`src/rtl/lsu_pkg.sv`:
```
// lsu_pkg: shared definitions for the load/store unit.
//   - RV32 opcode and funct3 constants for loads and stores
//   - FSM state enum (also exported on the debug port of lsu_stage)
//   - reset value of the forwarded next PC
//   - is_mem_op(): classifies an opcode as a memory access
package lsu_pkg;

  localparam logic [6:0] OPC_LOAD  = 7'b0000011;
  localparam logic [6:0] OPC_STORE = 7'b0100011;

  localparam logic [2:0] F3_LB  = 3'b000;
  localparam logic [2:0] F3_LH  = 3'b001;
  localparam logic [2:0] F3_LW  = 3'b010;
  localparam logic [2:0] F3_LBU = 3'b100;
  localparam logic [2:0] F3_LHU = 3'b101;
  localparam logic [2:0] F3_SB  = 3'b000;
  localparam logic [2:0] F3_SH  = 3'b001;
  localparam logic [2:0] F3_SW  = 3'b010;

  localparam logic [31:0] RESET_NEXT_PC = 32'h3000_0000;

  typedef enum logic [1:0] {
    ST_IDLE = 2'd0,
    ST_REQ  = 2'd1,
    ST_WAIT = 2'd2,
    ST_OUT  = 2'd3
  } lsu_state_e;

  function automatic logic is_mem_op(input logic [6:0] opc);
    return (opc == OPC_LOAD) || (opc == OPC_STORE);
  endfunction

endpackage

```
`src/rtl/lsu_if.sv`:
```
// lsu_if: bundles the three handshake ports of the load/store unit.
//   EXU side  : exu_valid/exu_ready plus instruction payload
//   memory    : mem_req_* (request) and mem_resp_* (single-cycle response)
//   writeback : rd_valid/rd_ready plus result payload and trace fields
//
// Handshake rule for every valid/ready pair in this bundle: a transfer
// happens on a rising clock edge where valid and ready are both 1. Once a
// producer raises valid it keeps valid high and its payload unchanged until
// that transfer. ready may change freely and never depends on valid in the
// same cycle from the LSU side. mem_resp_valid has no ready: it is a
// one-cycle strobe per accepted request.
//
// Modports:
//   slave  - the view used by lsu_stage
//   master - the view of the surrounding pipeline/memory (e.g. a testbench)
interface lsu_if #(
  parameter int NUM_WIDTH = 64
);

  // EXU -> LSU
  logic                 exu_valid;
  logic                 exu_ready;
  logic [31:0]          exu_inst;
  logic [31:0]          exu_result;
  logic [31:0]          exu_store_data;
  logic [31:0]          exu_next_pc;
  logic [NUM_WIDTH-1:0] exu_num;

  // LSU <-> memory
  logic                 mem_req_valid;
  logic                 mem_req_ready;
  logic [31:0]          mem_req_addr;
  logic                 mem_req_wen;
  logic [31:0]          mem_req_wdata;
  logic [3:0]           mem_req_wstrb;
  logic                 mem_resp_valid;
  logic [31:0]          mem_resp_rdata;
  logic                 mem_resp_err;

  // LSU -> writeback
  logic                 rd_valid;
  logic                 rd_ready;
  logic [31:0]          wdata;
  logic [31:0]          lsu_to_wbu_inst;
  logic [31:0]          next_pc;
  logic [NUM_WIDTH-1:0] num;
  logic [31:0]          sim_lsu_addr;
  logic                 lsu_fault;

  modport slave (
    input  exu_valid, exu_inst, exu_result, exu_store_data, exu_next_pc, exu_num,
    output exu_ready,
    output mem_req_valid, mem_req_addr, mem_req_wen, mem_req_wdata, mem_req_wstrb,
    input  mem_req_ready, mem_resp_valid, mem_resp_rdata, mem_resp_err,
    output rd_valid, wdata, lsu_to_wbu_inst, next_pc, num, sim_lsu_addr, lsu_fault,
    input  rd_ready
  );

  modport master (
    output exu_valid, exu_inst, exu_result, exu_store_data, exu_next_pc, exu_num,
    input  exu_ready,
    input  mem_req_valid, mem_req_addr, mem_req_wen, mem_req_wdata, mem_req_wstrb,
    output mem_req_ready, mem_resp_valid, mem_resp_rdata, mem_resp_err,
    input  rd_valid, wdata, lsu_to_wbu_inst, next_pc, num, sim_lsu_addr, lsu_fault,
    output rd_ready
  );

endinterface

```
`src/rtl/lsu_align.sv`:
```
// lsu_align: combinational byte-lane logic for the load/store unit.
//   funct3, off   : access size/signedness and byte offset addr[1:0]
//   is_store      : 1 when the access is a store (enables wstrb/wdata)
//   store_data    : rs2 value for stores
//   rdata         : raw word returned by memory
//   wstrb, wdata  : lane strobes and lane-replicated store data
//   load_data     : selected and sign/zero-extended load result
//   misalign      : halfword at odd offset or word at non-zero offset
module lsu_align
  import lsu_pkg::*;
(
  input  logic [2:0]  funct3,
  input  logic [1:0]  off,
  input  logic        is_store,
  input  logic [31:0] store_data,
  input  logic [31:0] rdata,
  output logic [3:0]  wstrb,
  output logic [31:0] wdata,
  output logic [31:0] load_data,
  output logic        misalign
);

  logic [7:0]  byte_v;
  logic [15:0] half_v;

  // Size is decoded from funct3[1:0]; funct3[2] only selects zero extension.
  always_comb begin
    wstrb    = 4'b0000;
    wdata    = 32'h0;
    misalign = 1'b0;
    case (funct3[1:0])
      2'b00: begin
        if (is_store) begin
          wstrb = 4'b0001 << off;
          wdata = {4{store_data[7:0]}};
        end
      end
      2'b01: begin
        misalign = off[0];
        if (is_store) begin
          wstrb = 4'b0011 << off;
          wdata = {2{store_data[15:0]}};
        end
      end
      default: begin
        misalign = (off != 2'b00);
        if (is_store) begin
          wstrb = 4'b1111;
          wdata = store_data;
        end
      end
    endcase
  end

  always_comb begin
    byte_v = rdata[7:0];
    case (off)
      2'd0: byte_v = rdata[7:0];
      2'd1: byte_v = rdata[15:8];
      2'd2: byte_v = rdata[23:16];
      2'd3: byte_v = rdata[31:24];
      default: byte_v = rdata[7:0];
    endcase
  end

  assign half_v = off[1] ? rdata[31:16] : rdata[15:0];

  always_comb begin
    load_data = rdata;
    case (funct3)
      F3_LB:   load_data = {{24{byte_v[7]}}, byte_v};
      F3_LBU:  load_data = {24'h0, byte_v};
      F3_LH:   load_data = {{16{half_v[15]}}, half_v};
      F3_LHU:  load_data = {16'h0, half_v};
      default: load_data = rdata;
    endcase
  end

endmodule

```
`src/rtl/lsu_stage.sv`:
```
// lsu_stage: load/store unit between execute and writeback.
//   clock, reset : system clock, synchronous active-high reset
//   bus          : lsu_if.slave - EXU accept port, single-outstanding
//                  memory request/response port, writeback result port
//   dbg_state    : current FSM state for observation
//
// One instruction is held at a time. Loads/stores go IDLE->REQ->WAIT->OUT,
// everything else (and misaligned accesses) goes IDLE->OUT directly.
module lsu_stage
  import lsu_pkg::*;
#(
  parameter int DATA_WIDTH = 32,
  parameter int NUM_WIDTH  = 64
) (
  input  logic       clock,
  input  logic       reset,
  lsu_if.slave       bus,
  output lsu_state_e dbg_state
);

  lsu_state_e state_q, state_d;

  logic [31:0]           inst_q,    inst_d;
  logic [DATA_WIDTH-1:0] addr_q,    addr_d;
  logic [DATA_WIDTH-1:0] sdata_q,   sdata_d;
  logic [31:0]           next_pc_q, next_pc_d;
  logic [NUM_WIDTH-1:0]  num_q,     num_d;
  logic [31:0]           wdata_q,   wdata_d;
  logic [31:0]           sim_addr_q, sim_addr_d;
  logic                  fault_pulse;

  // Alignment logic sees the live EXU fields while idle (for the misalign
  // decision at capture) and the captured fields afterwards.
  logic        in_idle;
  logic [31:0] al_inst;
  logic [31:0] al_addr;
  logic [31:0] al_sdata;
  logic [3:0]  al_wstrb;
  logic [31:0] al_wdata;
  logic [31:0] al_load;
  logic        al_misalign;

  assign in_idle  = (state_q == ST_IDLE);
  assign al_inst  = in_idle ? bus.exu_inst       : inst_q;
  assign al_addr  = in_idle ? bus.exu_result     : addr_q;
  assign al_sdata = in_idle ? bus.exu_store_data : sdata_q;

  lsu_align u_align (
    .funct3     (al_inst[14:12]),
    .off        (al_addr[1:0]),
    .is_store   (al_inst[6:0] == OPC_STORE),
    .store_data (al_sdata),
    .rdata      (bus.mem_resp_rdata),
    .wstrb      (al_wstrb),
    .wdata      (al_wdata),
    .load_data  (al_load),
    .misalign   (al_misalign)
  );

  always_comb begin
    state_d     = state_q;
    inst_d      = inst_q;
    addr_d      = addr_q;
    sdata_d     = sdata_q;
    next_pc_d   = next_pc_q;
    num_d       = num_q;
    wdata_d     = wdata_q;
    sim_addr_d  = sim_addr_q;
    fault_pulse = 1'b0;
    case (state_q)
      ST_IDLE: begin
        if (bus.exu_valid) begin
          inst_d    = bus.exu_inst;
          addr_d    = bus.exu_result;
          sdata_d   = bus.exu_store_data;
          next_pc_d = bus.exu_next_pc;
          num_d     = bus.exu_num;
          if (is_mem_op(bus.exu_inst[6:0])) begin
            sim_addr_d = bus.exu_result;
            if (al_misalign) begin
              // No bus access: complete immediately with a zero result.
              fault_pulse = 1'b1;
              wdata_d     = 32'h0;
              state_d     = ST_OUT;
            end else begin
              state_d = ST_REQ;
            end
          end else begin
            sim_addr_d = 32'h0;
            wdata_d    = bus.exu_result;
            state_d    = ST_OUT;
          end
        end
      end
      ST_REQ: begin
        if (bus.mem_req_ready) begin
          state_d = ST_WAIT;
        end
      end
      ST_WAIT: begin
        if (bus.mem_resp_valid) begin
          state_d = ST_OUT;
          if (bus.mem_resp_err) begin
            fault_pulse = 1'b1;
            wdata_d     = 32'h0;
          end else if (inst_q[6:0] == OPC_STORE) begin
            wdata_d = 32'h0;
          end else begin
            wdata_d = al_load;
          end
        end
      end
      ST_OUT: begin
        if (bus.rd_ready) begin
          state_d = ST_IDLE;
        end
      end
      default: state_d = ST_IDLE;
    endcase
  end

  always_ff @(posedge clock) begin
    if (reset) begin
      state_q    <= ST_IDLE;
      inst_q     <= 32'h0;
      addr_q     <= '0;
      sdata_q    <= '0;
      next_pc_q  <= RESET_NEXT_PC;
      num_q      <= '0;
      wdata_q    <= 32'h0;
      sim_addr_q <= 32'h0;
    end else begin
      state_q    <= state_d;
      inst_q     <= inst_d;
      addr_q     <= addr_d;
      sdata_q    <= sdata_d;
      next_pc_q  <= next_pc_d;
      num_q      <= num_d;
      wdata_q    <= wdata_d;
      sim_addr_q <= sim_addr_d;
    end
  end

  assign bus.exu_ready       = in_idle;

  assign bus.mem_req_valid   = (state_q == ST_REQ);
  assign bus.mem_req_addr    = {addr_q[31:2], 2'b00};
  assign bus.mem_req_wen     = (inst_q[6:0] == OPC_STORE);
  assign bus.mem_req_wdata   = al_wdata;
  assign bus.mem_req_wstrb   = al_wstrb;

  assign bus.rd_valid        = (state_q == ST_OUT);
  assign bus.wdata           = wdata_q;
  assign bus.lsu_to_wbu_inst = inst_q;
  assign bus.next_pc         = next_pc_q;
  assign bus.num             = num_q;
  assign bus.sim_lsu_addr    = sim_addr_q;
  // Masked during reset so the pulse can never appear while state is stale.
  assign bus.lsu_fault       = fault_pulse & ~reset;

  assign dbg_state = state_q;

endmodule

```
`src/flat_wrapper.sv`:
```
// flat-port wrapper written by rule: the top's interface ports become plain ports
module lsu_stage_flat import lsu_pkg::*;
#(
  parameter int DATA_WIDTH = 32,
  parameter int NUM_WIDTH  = 64
)
  (clock, reset, dbg_state, bus_exu_valid, bus_exu_inst, bus_exu_result, bus_exu_store_data, bus_exu_next_pc, bus_exu_num, bus_exu_ready, bus_mem_req_valid, bus_mem_req_addr, bus_mem_req_wen, bus_mem_req_wdata, bus_mem_req_wstrb, bus_mem_req_ready, bus_mem_resp_valid, bus_mem_resp_rdata, bus_mem_resp_err, bus_rd_valid, bus_wdata, bus_lsu_to_wbu_inst, bus_next_pc, bus_num, bus_sim_lsu_addr, bus_lsu_fault, bus_rd_ready);
  lsu_if #(.NUM_WIDTH(NUM_WIDTH)) bus_i ();
  input  logic clock;
  input  logic reset;
  output lsu_state_e dbg_state;
  input wire logic [$bits(bus_i.exu_valid)-1:0] bus_exu_valid;
  input wire logic [$bits(bus_i.exu_inst)-1:0] bus_exu_inst;
  input wire logic [$bits(bus_i.exu_result)-1:0] bus_exu_result;
  input wire logic [$bits(bus_i.exu_store_data)-1:0] bus_exu_store_data;
  input wire logic [$bits(bus_i.exu_next_pc)-1:0] bus_exu_next_pc;
  input wire logic [$bits(bus_i.exu_num)-1:0] bus_exu_num;
  output wire logic [$bits(bus_i.exu_ready)-1:0] bus_exu_ready;
  output wire logic [$bits(bus_i.mem_req_valid)-1:0] bus_mem_req_valid;
  output wire logic [$bits(bus_i.mem_req_addr)-1:0] bus_mem_req_addr;
  output wire logic [$bits(bus_i.mem_req_wen)-1:0] bus_mem_req_wen;
  output wire logic [$bits(bus_i.mem_req_wdata)-1:0] bus_mem_req_wdata;
  output wire logic [$bits(bus_i.mem_req_wstrb)-1:0] bus_mem_req_wstrb;
  input wire logic [$bits(bus_i.mem_req_ready)-1:0] bus_mem_req_ready;
  input wire logic [$bits(bus_i.mem_resp_valid)-1:0] bus_mem_resp_valid;
  input wire logic [$bits(bus_i.mem_resp_rdata)-1:0] bus_mem_resp_rdata;
  input wire logic [$bits(bus_i.mem_resp_err)-1:0] bus_mem_resp_err;
  output wire logic [$bits(bus_i.rd_valid)-1:0] bus_rd_valid;
  output wire logic [$bits(bus_i.wdata)-1:0] bus_wdata;
  output wire logic [$bits(bus_i.lsu_to_wbu_inst)-1:0] bus_lsu_to_wbu_inst;
  output wire logic [$bits(bus_i.next_pc)-1:0] bus_next_pc;
  output wire logic [$bits(bus_i.num)-1:0] bus_num;
  output wire logic [$bits(bus_i.sim_lsu_addr)-1:0] bus_sim_lsu_addr;
  output wire logic [$bits(bus_i.lsu_fault)-1:0] bus_lsu_fault;
  input wire logic [$bits(bus_i.rd_ready)-1:0] bus_rd_ready;
  assign bus_i.exu_valid = bus_exu_valid;
  assign bus_i.exu_inst = bus_exu_inst;
  assign bus_i.exu_result = bus_exu_result;
  assign bus_i.exu_store_data = bus_exu_store_data;
  assign bus_i.exu_next_pc = bus_exu_next_pc;
  assign bus_i.exu_num = bus_exu_num;
  assign bus_exu_ready = bus_i.exu_ready;
  assign bus_mem_req_valid = bus_i.mem_req_valid;
  assign bus_mem_req_addr = bus_i.mem_req_addr;
  assign bus_mem_req_wen = bus_i.mem_req_wen;
  assign bus_mem_req_wdata = bus_i.mem_req_wdata;
  assign bus_mem_req_wstrb = bus_i.mem_req_wstrb;
  assign bus_i.mem_req_ready = bus_mem_req_ready;
  assign bus_i.mem_resp_valid = bus_mem_resp_valid;
  assign bus_i.mem_resp_rdata = bus_mem_resp_rdata;
  assign bus_i.mem_resp_err = bus_mem_resp_err;
  assign bus_rd_valid = bus_i.rd_valid;
  assign bus_wdata = bus_i.wdata;
  assign bus_lsu_to_wbu_inst = bus_i.lsu_to_wbu_inst;
  assign bus_next_pc = bus_i.next_pc;
  assign bus_num = bus_i.num;
  assign bus_sim_lsu_addr = bus_i.sim_lsu_addr;
  assign bus_lsu_fault = bus_i.lsu_fault;
  assign bus_i.rd_ready = bus_rd_ready;
  lsu_stage #(.DATA_WIDTH(DATA_WIDTH), .NUM_WIDTH(NUM_WIDTH)) u_core (.clock(clock), .reset(reset), .bus(bus_i), .dbg_state(dbg_state));
endmodule
```
`config.mk`:
```
export PLATFORM = sky130hd
export DESIGN_NAME = lsu_stage_flat
export DESIGN_NICKNAME = d
export VERILOG_FILES = /design/src/rtl/lsu_pkg.sv /design/src/rtl/lsu_if.sv /design/src/rtl/lsu_align.sv /design/src/rtl/lsu_stage.sv /design/src/flat_wrapper.sv
export SDC_FILE = /design/constraint.sdc
export NUM_CORES = 1
export LEC_CHECK = 0
export ABC_AREA = 1
export BUFFER_PORTS_ARGS = -buffer_cell sky130_fd_sc_hd__buf_4
export CAP_MARGIN = 10
export CORE_AREA = 2 2 191 193
export CTS_CLUSTER_DIAMETER = 60
export DETAILED_ROUTE_END_ITERATION = 6
export DIE_AREA = 0 0 193 195
export PLACE_DENSITY = 0.73
export REMOVE_ABC_BUFFERS = 1
export SYNTH_ARGS = -nofsm -noshare
export SYNTH_HDL_FRONTEND = slang
export SYNTH_SLANG_ARGS = --single-unit
```
`constraint.sdc`:
```
create_clock -name clock -period 2.8 [get_ports clock]
set_clock_uncertainty 0.2 [all_clocks]
set_input_delay 0.28 -clock clock [delete_from_list [all_inputs] [get_ports clock]]
set_output_delay 0.28 -clock clock [all_outputs]
set_load 0.03 [all_outputs]
```
# Word level (Yosys, flattened, before mapping)

Index checks and enable logic that the tools add are counted.

Eq/ne operators: 19
Shift-type cells: 2
Muxes and demuxes: 36
Bitwise gates (word level): 2
Reduce and logical (&&, ||, !) cells: 10

Operator list:

| cell                | number |
|---|---|
| $mux 32             | 11 |
| $pmux 32 s2         | 2 |
| $pmux 32 s4         | 1 |
| $pmux 8 s4          | 1 |
| $eq 7x6->1 const B  | 3 |
| $mux 16             | 1 |
| $mux 15             | 1 |
| $mux 2              | 7 |
| $mux 4              | 3 |
| $eq 2x2->1 const B  | 4 |
| $pmux 2 s4          | 1 |
| $pmux 4 s2          | 1 |
| $reduce_and 4->1    | 2 |
| $eq 7x2->1 const B  | 1 |
| $eq 2x1->1 const B  | 3 |
| $eq 3x3->1 const B  | 2 |
| $logic_not 2->1     | 3 |
| $mux 1              | 5 |
| $ne 2x1->1 const B  | 2 |
| $ne 2x2->1 const B  | 2 |
| $pmux 1 s2          | 2 |
| $reduce_bool 2->1   | 2 |
| $shl 1x2->4 const A | 1 |
| $shl 2x2->4 const A | 1 |
| 7 further kinds     | 7 |

Register bits: 258
Word-level logic and storage cells: 77

# Longest topological paths before layout

Gate-level depths: netlist (run 1).

Depth after elaboration: 9
Gate-level depth with buffers: 20
Mapped depth without buffers: 17

# Modules after synthesis

From an unflattened synthesis (run 1), not the netlist that was laid out.

Cell total of the unflattened synthesis: 1,831
Area total of the unflattened synthesis: 12,096.6 um^2

Modules (own cells, without submodules):

| module    | instances | cells an instance | area each (um^2) |
|---|---|---|---|
| lsu_stage | 1         | 1,577             | 10,906.7 |
| lsu_align | 1         | 254               | 1,189.9 |

# Worst setup path after synthesis (run 1)

Ideal clock, no wire load.

Kind: register -> register
Start point: reg u_core.state_q[0] (netlist: u_core.dbg_state[0])
End point: reg u_core.wdata_q[21] (netlist: u_core.bus.wdata[21])
Arrival time: 2.686 ns
Data required time: 2.484 ns
Path slack: -0.202 ns
Cell stages (with the launch flop): 21
Path buffers: 3
Clock period less this slack: 3.002 ns
Path through: dfxtp_1 > inv_1 > ha_1 > buf_6 > inv_4 > nand2_1 > nand2_2 > inv_1 > ha_1 > buf_2 > nand2_1 > nand2_1 > inv_1 > nand2_1 > o21ai_0 > nor2_2 > inv_2 > nand3_4 > buf_12 > nand2_2 > a21oi_2

Cells in the longest elaborated chain, start to end: 9
Elaborated cells on any way between the ends: 28
Classes of those cells: 11 x eq/ne; 10 x mux; 7 x reduce/logical

Ends and longest elaborated chain:

| element                                  | line               | source |
|---|---|---|
| start: declaration                       | lsu_stage.sv:21    | `lsu_state_e state_q, state_d;` |
| start signal: assignment                 | lsu_stage.sv:133   | `state_q <= state_d;` |
| $logic_not 2->1 (*)                      | lsu_stage.sv:43    | `assign in_idle = (state_q == ST_IDLE);` |
| net bus_exu_ready                        | flat_wrapper.sv:18 | `output wire logic [$bits(bus_i.exu_ready)-1:0] bus_exu_ready;` |
| $mux 2                                   | lsu_stage.sv:45    | `assign al_addr = in_idle ? bus.exu_result : addr_q;` |
| $eq 2x2->1, or another cell as far along | lsu_align.sv:57    | `case (off)` |
| $pmux 8 s4                               | lsu_align.sv:57    |  |
| $pmux 32 s4                              | lsu_align.sv:70    | `case (funct3)` |
| $mux 32                                  | lsu_stage.sv:106   | `end else if (inst_q[6:0] == OPC_STORE) begin` |
| $mux 32                                  | lsu_stage.sv:103   | `if (bus.mem_resp_err) begin` |
| $mux 32                                  | lsu_stage.sv:101   | `if (bus.mem_resp_valid) begin` |
| $pmux 32 s2                              | lsu_stage.sv:70    | `case (state_q)` |
| end signal: assignment                   | lsu_stage.sv:139   | `wdata_q <= wdata_d;` |
| end: declaration                         | lsu_stage.sv:28    | `logic [31:0] wdata_q, wdata_d;` |

Mark *: on every way through the listed nets, which the timed path passes. The rest lies on a longest branch. The select of a mux whose other input is x is not followed.
A chain may end at the register's enable or synchronous reset.

# Worst setup path in the final report (run 1)

Start point: reg u_core.state_q[1] (netlist: u_core.dbg_state[1])
End point: out bus_mem_req_wdata[29]

Cells in the longest elaborated chain, start to end: 5
Elaborated cells on any way between the ends: 10
Classes of those cells: 2 x eq/ne; 6 x mux; 2 x reduce/logical

Ends and longest elaborated chain:

| element                           | line                                              | source |
|---|---|---|
| $logic_not 2->1 (*)               | lsu_stage.sv:43                                   |  |
| $mux 15                           | lsu_stage.sv:44                                   | `assign al_inst = in_idle ? bus.exu_inst : inst_q;` |
| $eq 7x6->1                        | lsu_stage.sv:51                                   | `.is_store (al_inst[6:0] == OPC_STORE),` |
| $mux 32, on equally long branches | lsu_align.sv:47, lsu_align.sv:33, lsu_align.sv:40 |  |
| $pmux 32 s2 (*)                   | lsu_align.sv:31                                   | `case (funct3[1:0])` |
| end: declaration                  | flat_wrapper.sv:22                                | `output wire logic [$bits(bus_i.mem_req_wdata)-1:0] bus_mem_req_wdata;` |

Mark *: on every way between the ends. The rest lies on a longest branch, timed or not.

==> metrics.md, run 1 <==
| Metric | Value |
|---|---|
| CP Class | `flip-flop to primary output` |
| Final Util | `54.9%` |
| Setup violators final | `0` |
| CP Max Fanout | `13` |
| XOR/XNOR Fraction of Synth Area | `0%` |
| Ports | `498` |
| CP max-delay cell | `dfxtp_4` |
| Clk buf depth | `3` |
| Highest clock rate | `0.366 GHz` |
| Pre-CTS setup slack | `0.0527 ns` |
| Num CTS Buffers | `34` |
| Syn Area/Cell | `6.77 um2` |
| Fin. Hold Viols | `0` |
| WP data required | `2.32 ns` |
| Root Driver | `clkbuf_16` |
| Chip width | `193 um` |
| CP bufs+invs | `5` |
| Max VDD drop | `0.000793 V` |
| CP Launch Type | `flip-flop` |
| YS warnings | `0` |
| Via Count | `13800` |
| Count of pins over their slew limit | `0` |
| Crit-path cells | `inv_4, ha_4, buf_12, nand2_1, nand2_4, nand2_4, inv_2, buf_6, nand3_1, nand3_2, buf_6` |
| Worst-path clk slew | `0.06 ns` |
| Run status | `complete, no violations` |
| RePlAce Congestion | `0.933` |
| Commonest non-fill, non-tap cell in the layout | `buf_4` |
| Core footprint | `35400 um2` |
| CP arrival | `2.25 ns` |
| Post-route setup slack | `0.0668 ns` |
| Worst-Margin Slew | `0.799 ns` |
| Row cnt | `69` |
| Max-cap viol count | `0` |
| Seq. cell area | `5170 um2` |
| CTS tree | `done` |
| Drt pass-1 iters | `6` |
| Clk_lat worst skew | `0.51 ns` |
| Hold Crit Class | `input port to flip-flop` |
| Commonest non-fill, non-tap cells in the layout | `511 x buf_4, 411 x nor2_1, 389 x nand2_1` |
| Mux cell area share after synthesis | `0%` |
| Leak pwr | `0.00934 uW` |
| DRC violations left | `0` |
| Die ar. | `37600 um2` |
| Switching share of total power | `43.1%` |
| Setup crit end kind | `primary output` |
| Initial Util | `33.2%` |
| Sequential area share after synthesis | `43.9%` |
| Synth Area in Simple Gates | `32.0%` |
| Yosys cell types | `34` |
| Flip-flop and latch count after synthesis | `258` |
| Yosys top cell area share | `43.9%` |
| DP HPWL | `30900 um` |
| Setup_tns | `0 ns` |
| Routed wire length | `46700 um` |
| Routed WL per cell | `16.2 um` |
| Global Route Usage Sum | `23.6%` |
| Global-route wire length before repair | `71800 um` |
| Antenna Violating Nets Remaining | `0` |
| Layout cells sized above 1 | `28.1%` |
| IO buf count | `495` |
| Unrepaired setup endpoints after global routing | `true` |
| Fillers | `3058` |
| Post-Syn Area | `11800 um2` |
| CP delay by family, top | `buffers and inverters` |
| Tmin final | `2.73 ns` |
| Remaining global-route overflow | `0` |
| Drt initial violations | `932` |
| Slew headroom | `46.8%` |
| Slowest stage delay, CP | `0.36 ns` |
| Final period util | `97.6%` |
| Die Ht | `195 um` |
| Adder-Cell Fraction of Synth Area | `0.957%` |
| Vias per inst | `4.80` |
| Top cells by area in the synthesized netlist | `dfxtp_1 44%, nor2_1 13%, nand2_1 13%` |
| Cell taking the most area after synthesis | `dfxtp_1` |
| Flop pwr share | `27.4%` |
| Logic gate share of total power | `48.8%` |
| Clk pwr share | `23.9%` |
| Number of global-route vias before repair | `13800` |
| Largest family of logic cells by synthesized area | `simple AND/OR/NAND/NOR gates` |
| Int Pwr | `10800 uW` |
| CTS sink cnt | `258` |
| Multi-input logic area | `5580 um2` |
| Syn Inst Count | `1738` |
| Complex-gate fraction of the synthesized area | `13.3%` |
| Psw | `8160 uW` |
| Final #Nets | `2639` |
| Initial antenna violation count | `2` |
| P per Cell Area | `974 nW/um2` |
| Area Overhead vs Synth | `65.1%` |
| Largest net degree at the start of global routing | `125` |
| H-tree depth | `2` |
[synthesized netlist by cell type]
| cell | number |
|---|---|
| clkinv_1 | 2 |
| o211ai_1 | 2 |
| nand2_1 | 397 |
| buf_4 | 37 |
| nor2_2 | 3 |
| ha_1 | 9 |
| buf_12 | 1 |
| a31oi_1 | 1 |
| nand3_4 | 1 |
| nor2_1 | 412 |
| buf_6 | 8 |
| inv_2 | 3 |
| nor3_1 | 1 |
| conb_1 | 1 |
| o21ai_0 | 171 |
| clkbuf_1 | 76 |
| nand3_2 | 1 |
| nand2_4 | 6 |
| nor2_4 | 2 |
| nand4_1 | 1 |
| nand2_2 | 15 |
| inv_4 | 1 |
| dfxtp_1 | 258 |
| a21oi_2 | 17 |
| inv_1 | 92 |
| o21ai_2 | 2 |
| nand3_1 | 92 |
| nand2_8 | 1 |
| nand4_2 | 1 |
| buf_2 | 21 |
| a211oi_1 | 1 |
| o22ai_1 | 2 |
| a32oi_1 | 1 |
| a21oi_1 | 99 |
[what timing repair did]
| item | 4_1_cts | 5_1_grt |
|---|---|---|
| buffers inserted | 9 | 8 |
| hold buffers | 226 | 0 |
| endpoints found under the hold margin | 257 | 0 |
| pin swaps | 2 | 9 |
| resized for setup | 22 | 44 |
| setup endpoints to repair | 32 | 28 |
| gates cloned | 1 | 0 |
[power by group through the flow]
stage | clock [uW] | sequential [uW] | combinational, uW
finish | 4520 | 5180 | 9230
global route | 4760 | 5280 | 10100
CTS | 4620 | 5150 | 8950
detailed placement | 0 | 5220 | 8390
global placement | 0 | 5170 | 8290
floorplan | 0 | 6750 | 3820
[metrics by stage]
step	instances	hold slack (ns)	total power [uW]	cell area (um2)
floorplan	1596	0.149	10600	11000
global placement	2580	0.253	13500	15600
detailed placement	2580	0.255	13600	15600
CTS	2876	0.0239	18700	19200
global route	2886	0.0784	20100	19400
finish	2886	0.0589	18900	19400
[cell type report]
type | instances | area share [%]
Clock inverter | 14 | 1.02
Tap cell | 461 | 2.97
Multi-Input combinational cell | 1240 | 28.7
Timing Repair Buffer | 767 | 33.6
Inverter | 98 | 2.02
Antenna cell | 2 | 0.0258
Clock buffer | 46 | 4.98
Sequential cell | 258 | 26.6
[worst paths after layout]
| check | from | to | slack, ns | cells after the start |
|---|---|---|---|---|
| worst max-delay path | u_core.dbg_state[1]$_SDFFE_PP0P_ | bus_mem_req_wdata[29] | 0.07 | 11 |
| worst min-delay path | bus_mem_req_ready | u_core.dbg_state[1]$_SDFFE_PP0P_ | 0.06 | 4 |
| worst max register to register | u_core.dbg_state[1]$_SDFFE_PP0P_ | u_core.bus.wdata[27]$_SDFFE_PP0P_ | 0.17 | 17 |
| worst min register to register | u_core.sdata_q[17]$_SDFFE_PP0P_ | u_core.sdata_q[17]$_SDFFE_PP0P_ | 0.26 | 2 |
[sequential cells by signal (all words and copies together), names as in the netlist]
name / flops
u_core.addr_q: 32
u_core.bus.lsu_to_wbu_inst: 32
u_core.bus.next_pc: 32
u_core.bus.num: 64
u_core.bus.sim_lsu_addr: 32
u_core.bus.wdata: 32
u_core.dbg_state: 2
u_core.sdata_q: 32
[worst min-delay path: cells and delay by family]
kind                   cells  cell delay [ns]
AO/OA/AOI/OAI              2             0.18
buffers and inverters      1             0.08
AND/OR/NAND/NOR            1             0.19
[logic make-up after synthesis]
group,count (synthesis)
other,1
adders and majority gates,9
DFF,258
and+or+nand+nor,933
buffers and inverters,241
AOI/OAI and AO/OA,296
[layer usage]
layer / vias to the layer above / wire, um / track usage (%)
met5: - / 0 / 0
met4: 0 / 2500 / 12.9
met3: 161 / 3870 / 5.28
met2: 626 / 22300 / 41.1
met1: 6297 / 18100 / 26.5
li1: 6760 / - / -
Note: power is estimated with default switching activity, not from simulation.
==> run 2, diff against run 1 <==
--- a/config.mk
+++ b/config.mk
@@ -12,7 +12,7 @@
 export CTS_CLUSTER_DIAMETER = 60
 export DETAILED_ROUTE_END_ITERATION = 6
 export DIE_AREA = 0 0 193 195
-export PLACE_DENSITY = 0.73
+export PLACE_DENSITY = 0.71
 export REMOVE_ABC_BUFFERS = 1
 export SYNTH_ARGS = -nofsm -noshare
 export SYNTH_HDL_FRONTEND = slang
==> constraint.sdc (replaced) <==
create_clock -name clock -period 3.2 [get_ports clock]
set_clock_uncertainty 0.2 [all_clocks]
set_input_delay 0.32 -clock clock [delete_from_list [all_inputs] [get_ports clock]]
set_output_delay 0.32 -clock clock [all_outputs]
set_load 0.03 [all_outputs]
==> run 2 against run 1 <==
Compared with the run above:
- sequential share of layout area grew 0.65 points
- worst setup slack gained 0.077 ns
- die area is the same
==> metrics.md, run 2 (synthesis results as in run 1) <==
| Metric | Value |
|---|---|
| R2r worst-path depth | `17 (unchanged)` |
| Max reg flops | `64 (unchanged)` |
| Antenna Violating Nets Remaining | `0 (unchanged)` |
| Die ar. | `37600 um2 (unchanged)` |
| Setup violators final | `0 (unchanged)` |
| Tot Pwr | `16100 uW (-15%)` |
| Clk_lat worst skew | `0.52 ns (about the same)` |
| DRC violations left | `0 (unchanged)` |
| Final #Nets | `2613 (-0.99%)` |
| Tmin final | `3.06 ns` |
| Slew headroom | `31.5% (-15 points)` |
| Count of pins over their slew limit | `0 (unchanged)` |
| IO buf count | `495 (unchanged)` |
| Ports | `498 (unchanged)` |
| Psw | `7040 uW (-14%)` |
| Run status | `complete, no violations` |
| Drt initial violations | `763 (-18%)` |
| Routed WL per cell | `16.6 um (+2.3%)` |
| Largest net degree at the start of global routing | `143 (+14%)` |
| Highest clock rate | `0.327 GHz` |
| Leak pwr | `0.00910 uW (-2.5%)` |
| Core footprint | `35400 um2 (unchanged)` |
| Die Ht | `195 um (unchanged)` |
| Clk pwr share | `24.0% (about the same)` |
| Post-route setup slack | `0.144 ns (+0.0773 ns)` |
| Row cnt | `69 (unchanged)` |
| Pre-CTS setup slack | `0.164 ns (+0.111 ns)` |
| Fin. Hold Viols | `0 (unchanged)` |
| Via Count | `13800 (-0.043%)` |
| Max-cap viol count | `0 (unchanged)` |
| P per Cell Area | `847 nW/um2 (-13%)` |
| Routed wire length | `47400 um (+1.4%)` |
| CP Launch Type | `input port` |
| Slowest stage delay, CP | `0.57 ns (+0.21 ns)` |
| Commonest non-fill, non-tap cell in the layout | `buf_4` |
| CP max-delay cell | `dlygate4sd3_1` |
| DP HPWL | `31500 um (+1.9%)` |
| Max VDD drop | `0.000622 V (-22%)` |
| Switching share of total power | `43.9% (+0.74 points)` |
| RePlAce Congestion | `0.891 (-4.5%)` |
| Crit path depth | `13 (+2)` |
| Area Overhead vs Synth | `61.1%` |
| Global Route Usage Sum | `24.0% (+0.36 points)` |
| Vias per inst | `4.84 (+0.87%)` |
| Worst Hold Slack | `0.0278 ns (-0.0310 ns)` |
| CP Max Fanout | `12 (-1)` |
| CP arrival | `2.54 ns (+0.29 ns)` |
| Fillers | `3217 (+5.2%)` |
| Reg-to-reg endpoint | `u_core.bus.wdata[20]$_SDFFE_PP0P_` |
| Root Driver | `clkbuf_16` |
| CP bufs+invs | `5 (unchanged)` |
| WP data required | `2.68 ns (+0.36 ns)` |
| Layout cells sized above 1 | `26.7% (-1.3 points)` |
| Commonest non-fill, non-tap cells in the layout | `516 x buf_4, 411 x nor2_1, 396 x nand2_1` |
| CP Launch Point | `bus_exu_inst[3]` |
| Hold Path Origin | `bus_mem_resp_rdata[16]` |
| Chip width | `193 um (unchanged)` |
| Critical R2R Launch | `u_core.dbg_state[0]$_SDFFE_PP0P_` |
| CTS tree | `done` |
| CTS sink cnt | `258 (unchanged)` |
| H-tree depth | `2 (unchanged)` |
| Final period util | `95.5%` |
| CP delay by family, top | `buffers and inverters` |
| Worst R2R Setup Slack | `0.47 ns (+0.30 ns)` |
| CP Class | `input port to primary output` |
| Crit path capture | `bus_mem_req_wdata[29]` |
| Final Util | `53.5% (-1.3 points)` |
| Clk buf depth | `3 (unchanged)` |
| Remaining global-route overflow | `0 (unchanged)` |
| Int Pwr | `9010 uW (-16%)` |
| Initial Util | `33.2% (unchanged)` |
| Worst-Margin Slew | `1.03 ns (+0.228 ns)` |
| Setup_tns | `0 ns (unchanged)` |
| Setup crit end kind | `primary output` |
| Num CTS Buffers | `34 (unchanged)` |
| Drt pass-1 iters | `5 (-1)` |
| Hold Crit Class | `input port to flip-flop` |
| Flop pwr share | `28.2% (+0.8 points)` |
| Number of global-route vias before repair | `13600 (-1.3%)` |
| Initial antenna violation count | `1 (-1)` |
| Global-route wire length before repair | `71800 um (about the same)` |
| Worst-path clk slew | `0.06 ns (about the same)` |
| Logic gate share of total power | `47.8% (-1.0 points)` |
| Crit-path cells | `dlygate4sd3_1, buf_4, nor2_2, nand4_1, nor2_2, nand2_1, nand2_4, inv_2, nor2_4, buf_12, nand2_1, nand3_1, buf_4` |
-- run 2: per-layer routing --
metal / track usage, % / share of wire, %
met2: 40.9 / 47
met5: 0 / 0
met1: 26.8 / 38
met4: 14.5 / 5.9
met3: 5.82 / 8.2
-- run 2: worst min path at each step --
stage	endpoint	slack [ns]	cells past startpoint
3_3_place_gp	u_core.sdata_q[30]$_SDFFE_PP0P_	0.25	2
5_1_grt	u_core.bus.wdata[24]$_SDFFE_PP0P_	0.03	5
4_1_cts	u_core.bus.wdata[16]$_SDFFE_PP0P_	0.0006	5
2_1_floorplan	u_core.addr_q[0]$_SDFFE_PP0P_	0.19	1
3_5_place_dp	u_core.bus.sim_lsu_addr[8]$_SDFFE_PP0P_	0.26	2
6_report	u_core.bus.wdata[16]$_SDFFE_PP0P_	0.03	5
-- run 2: cell type report --
type,instances,area (um2),area share (%)
multi-input cells,1240,5500,29.0
diodes,1,2.50,0.0132
repair buffers,741,6190,32.6
inverters,98,383,2.02
clock buffers,44,938,4.95
well taps,461,577,3.04
flip-flops and latches,258,5170,27.3
clock inverters,17,200,1.06
-- run 2: per-stage QoR --
stage               cells  cell area, um2
finish               2860           19000
global route         2860           19000
CTS                  2857           18900
detailed placement   2574           15500
global placement     2574           15500
floorplan            1596           11000
-- run 2: what timing repair did --
| action | 4_1_cts | 5_1_grt |
|---|---|---|
| setup endpoints to repair | 24 | 32 |
| hold buffers | 218 | 0 |
| hold endpoints to repair | 254 | 0 |
| buffers inserted | 4 | 2 |
| cloned | 0 | 0 |
| pin swaps | 2 | 2 |
| resized for setup | 6 | 10 |
-- run 2: power groups by stage --
| stage | clock network (uW) | registers [uW] | logic (uW) |
|---|---|---|---|
| after floorplan | 0 | 5910 | 3340 |
| after global placement | 0 | 4530 | 7130 |
| after detailed placement | 0 | 4570 | 7230 |
| after CTS | 3940 | 4510 | 7570 |
| after global routing | 4060 | 4620 | 8360 |
| final | 3850 | 4530 | 7670 |
-- run 2: tightest hold or removal path, stage by stage --
cell and delay, ns:
buf_4 0.11, inv_1 0.08, a21oi_1 0.07, nand2_1 0.07
a21oi_1 0.06
==> run 3, diff against run 2 <==
--- a/config.mk
+++ b/config.mk
@@ -12,8 +12,9 @@
 export CTS_CLUSTER_DIAMETER = 60
 export DETAILED_ROUTE_END_ITERATION = 6
 export DIE_AREA = 0 0 193 195
-export PLACE_DENSITY = 0.71
+export PLACE_DENSITY = 0.73
 export REMOVE_ABC_BUFFERS = 1
+export SLEW_MARGIN = 20
 export SYNTH_ARGS = -nofsm -noshare
 export SYNTH_HDL_FRONTEND = slang
 export SYNTH_SLANG_ARGS = --single-unit
==> constraint.sdc (replaced) <==
create_clock -name clock -period 2.73 [get_ports clock]
set_clock_uncertainty 0.2 [all_clocks]
set_input_delay 0.273 -clock clock [delete_from_list [all_inputs] [get_ports clock]]
set_output_delay 0.273 -clock clock [all_outputs]
set_load 0.03 [all_outputs]
==> run 3 against run 2 <==
Compared with the run above:
- critical endpoint is now bus_mem_req_wdata[20]
- the flow now finishes with violations (setup timing)
- global-route usage down 0.24 points
- critical path depth stayed put
- clock power increased by 12%
- first-iteration DRC count rose by 15%
- sequential share of layout area fell by 0.91 points
==> metrics.md, run 3 (synthesis results as in run 1) <==
| Metric | Value |
|---|---|
| CP bufs+invs | `6 (+1)` |
| Leak pwr | `0.00940 uW (+3.3%)` |
| Slew headroom | `49.7% (+18 points)` |
| Hold Crit Class | `input port to flip-flop` |
| Worst R2R Setup Slack | `0.07 ns (-0.40 ns)` |
| Worst Hold Slack | `0.0590 ns (+0.0311 ns)` |
| Max-cap viol count | `0 (unchanged)` |
| Global Route Usage Sum | `23.7% (-0.24 points)` |
| CP max-delay cell | `dfxtp_2` |
| Worst-path clk slew | `0.05 ns (about the same)` |
| H-tree depth | `2 (unchanged)` |
| Global-route wire length before repair | `71200 um (-0.87%)` |
| Setup violators final | `7 (+7)` |
| CP Launch Point | `u_core.dbg_state[0]$_SDFFE_PP0P_` |
| Drt pass-1 iters | `6 (+1)` |
| IO buf count | `495 (unchanged)` |
| Ports | `498 (unchanged)` |
| Hold Path Origin | `bus_mem_req_ready` |
| Fin. Hold Viols | `0 (unchanged)` |
| Via Count | `14000 (+1.5%)` |
| Pre-CTS setup slack | `0.200 ns (+0.0361 ns)` |
| Layout cells sized above 1 | `29.0% (+2.3 points)` |
| Met2 Use GR | `41.4% (+0.42 points)` |
| Antenna Violating Nets Remaining | `0 (unchanged)` |
| Final #Nets | `2660 (+1.8%)` |
| Layout Cells excl Fill | `2904 (+1.5%)` |
| CP Max Fanout | `7 (-5)` |
| Final period util | `101%` |
| Slowest stage delay, CP | `0.32 ns (-0.25 ns)` |
| Unrepaired setup endpoints after global routing | `true` |
| Drt initial violations | `878 (+15%)` |
| CTS sink cnt | `258 (unchanged)` |
| Initial antenna violation count | `2 (+1)` |
| Die Ht | `195 um (unchanged)` |
| Post-route cell area | `19600 um2 (+3.5%)` |
| P per Cell Area | `985 nW/um2 (+16%)` |
| Highest clock rate | `0.363 GHz` |
| CTS tree | `done` |
| RePlAce Congestion | `0.920 (+3.3%)` |
| Clk_lat worst skew | `0.54 ns (+0.02 ns)` |
| Dpl cells | `2587 (+0.51%)` |
| Commonest non-fill, non-tap cell in the layout | `buf_4` |
| Fillers | `3091 (-3.9%)` |
| DRC violations left | `0 (unchanged)` |
| Vias per inst | `4.84 (about the same)` |
| Worst-Margin Slew | `0.755 ns (-0.272 ns)` |
| Reg-to-reg endpoint | `u_core.bus.wdata[8]$_SDFFE_PP0P_` |
| Root Driver | `clkbuf_16` |
| Area Overhead vs Synth | `66.6%` |
| Count of pins over their slew limit | `0 (unchanged)` |
| Setup crit end kind | `primary output` |
| Clk buf depth | `3 (unchanged)` |
| Hold-critical path depth | `4 (-1)` |
| Largest net degree at the start of global routing | `183 (+28%)` |
| CP most frequent cell | `nand2_2` |
| Num CTS Buffers | `34 (unchanged)` |
| Critical R2R Launch | `u_core.dbg_state[0]$_SDFFE_PP0P_` |
| Post-DP Area | `15600 um2 (+0.87%)` |
| Row cnt | `69 (unchanged)` |
| DP HPWL | `30800 um (-2.1%)` |
| Crit path depth | `13 (unchanged)` |
| Max reg flops | `64 (unchanged)` |
| Commonest non-fill, non-tap cells in the layout | `523 x buf_4, 412 x nor2_1, 375 x nand2_1` |
| Crit-path cells | `inv_2, ha_4, inv_4, buf_8, nor2_4, nand2_2, nand2_4, clkinv_8, nor2_4, clkbuf_16, nand2_2, nand2_2, buf_6` |
| Final Util | `55.4% (+1.8 points)` |
| GR peak layer | `met2` |
| WP data required | `2.26 ns (-0.42 ns)` |
| Max VDD drop | `0.000730 V (+17%)` |
| Tmin final | `2.76 ns` |
| Hold EP | `u_core.dbg_state[1]$_SDFFE_PP0P_` |
| Die ar. | `37600 um2 (unchanged)` |
| Met1 usage | `26.2% (-0.60 points)` |
| Remaining global-route overflow | `0 (unchanged)` |
| CP Class | `flip-flop to primary output` |
| Run status | `finished, violations left` |
| Chip width | `193 um (unchanged)` |
| Core footprint | `35400 um2 (unchanged)` |
| R2r worst-path depth | `16 (-1)` |
| Initial Util | `33.2% (unchanged)` |
| CP delay by family, top | `buffers and inverters` |
| Met3 Track Usage GR | `4.78% (-1.0 points)` |
| CP Launch Type | `flip-flop` |
| Post-route setup slack | `-0.0271 ns (-0.171 ns)` |
| Failing checks | `setup timing` |
| Routed wire length | `47700 um (+0.58%)` |
| Routed WL per cell | `16.4 um (-0.95%)` |
| CP arrival | `2.28 ns (-0.26 ns)` |
| Number of global-route vias before repair | `13700 (+0.84%)` |
## run 3: cell count changes in the layout (fill, tap and decap cells not counted), sizes merged
cell         delta
clkbuf          +1
clkinvlp        +1
dlygate4sd3    +13
buf            +33
diode           +1
bufinv          -1
clkinv          -4
## run 3: power breakdown
| part | switching (uW) | internal (uW) |
|---|---|---|
| logic | 6210 | 3490 |
| clock network | 1750 | 2570 |
| registers | 555 | 4740 |
| total | 8520 | 10800 |
## run 3: metal layers
layer	share of wire [%]	wire length [um]
met1	38	18200
met3	7.4	3550
met4	6.0	2850
met2	48	23100
met5	0	0
## run 3: worst max-delay path by stage
stage | endpoint | slack, ns
floorplan | u_core.bus.lsu_to_wbu_inst[12]$_SDFFE_PP0P_ | -6.49
global route | bus_mem_req_wdata[20] | -0.12
CTS | bus_mem_req_wdata[13] | -0.02
detailed placement | u_core.bus.wdata[16]$_SDFFE_PP0P_ | 0.20
global placement | u_core.bus.wdata[31]$_SDFFE_PP0P_ | 0.23
finish | bus_mem_req_wdata[20] | -0.03
## run 3: tightest hold or removal path, stage by stage
cell	delay (ns)
buf_4	0.08
o22ai_1	0.07
nor2_1	0.20
a21oi_1	0.11
## run 3: stage by stage
step | power [uW] | TNS (ns)
CTS | 19000 | -0.0429
global route | 20500 | -1.95
finish | 19300 | -0.0804
global placement | 13900 | 0
detailed placement | 14100 | 0
floorplan | 10800 | -1383.07
## run 3: timing repair
action	4_1_cts	5_1_grt
setup endpoints to repair	37	34
gates resized for setup	25	73
hold buffers	231	0
buffers inserted	9	17
cloned	0	1
hold endpoints to repair	255	0
pin swaps	8	18
## run 3: layout make-up
class                   count  area, um2  area share, %
diodes                      2       5.00         0.0255
clock buffers              44        908           4.63
clock inverters            13        158          0.804
inverters                  98        405           2.07
multi-input cells        1240       5680           28.9
flip-flops and latches    258       5170           26.4
well taps                 461        577           2.94
repair buffers            788       6710           34.2
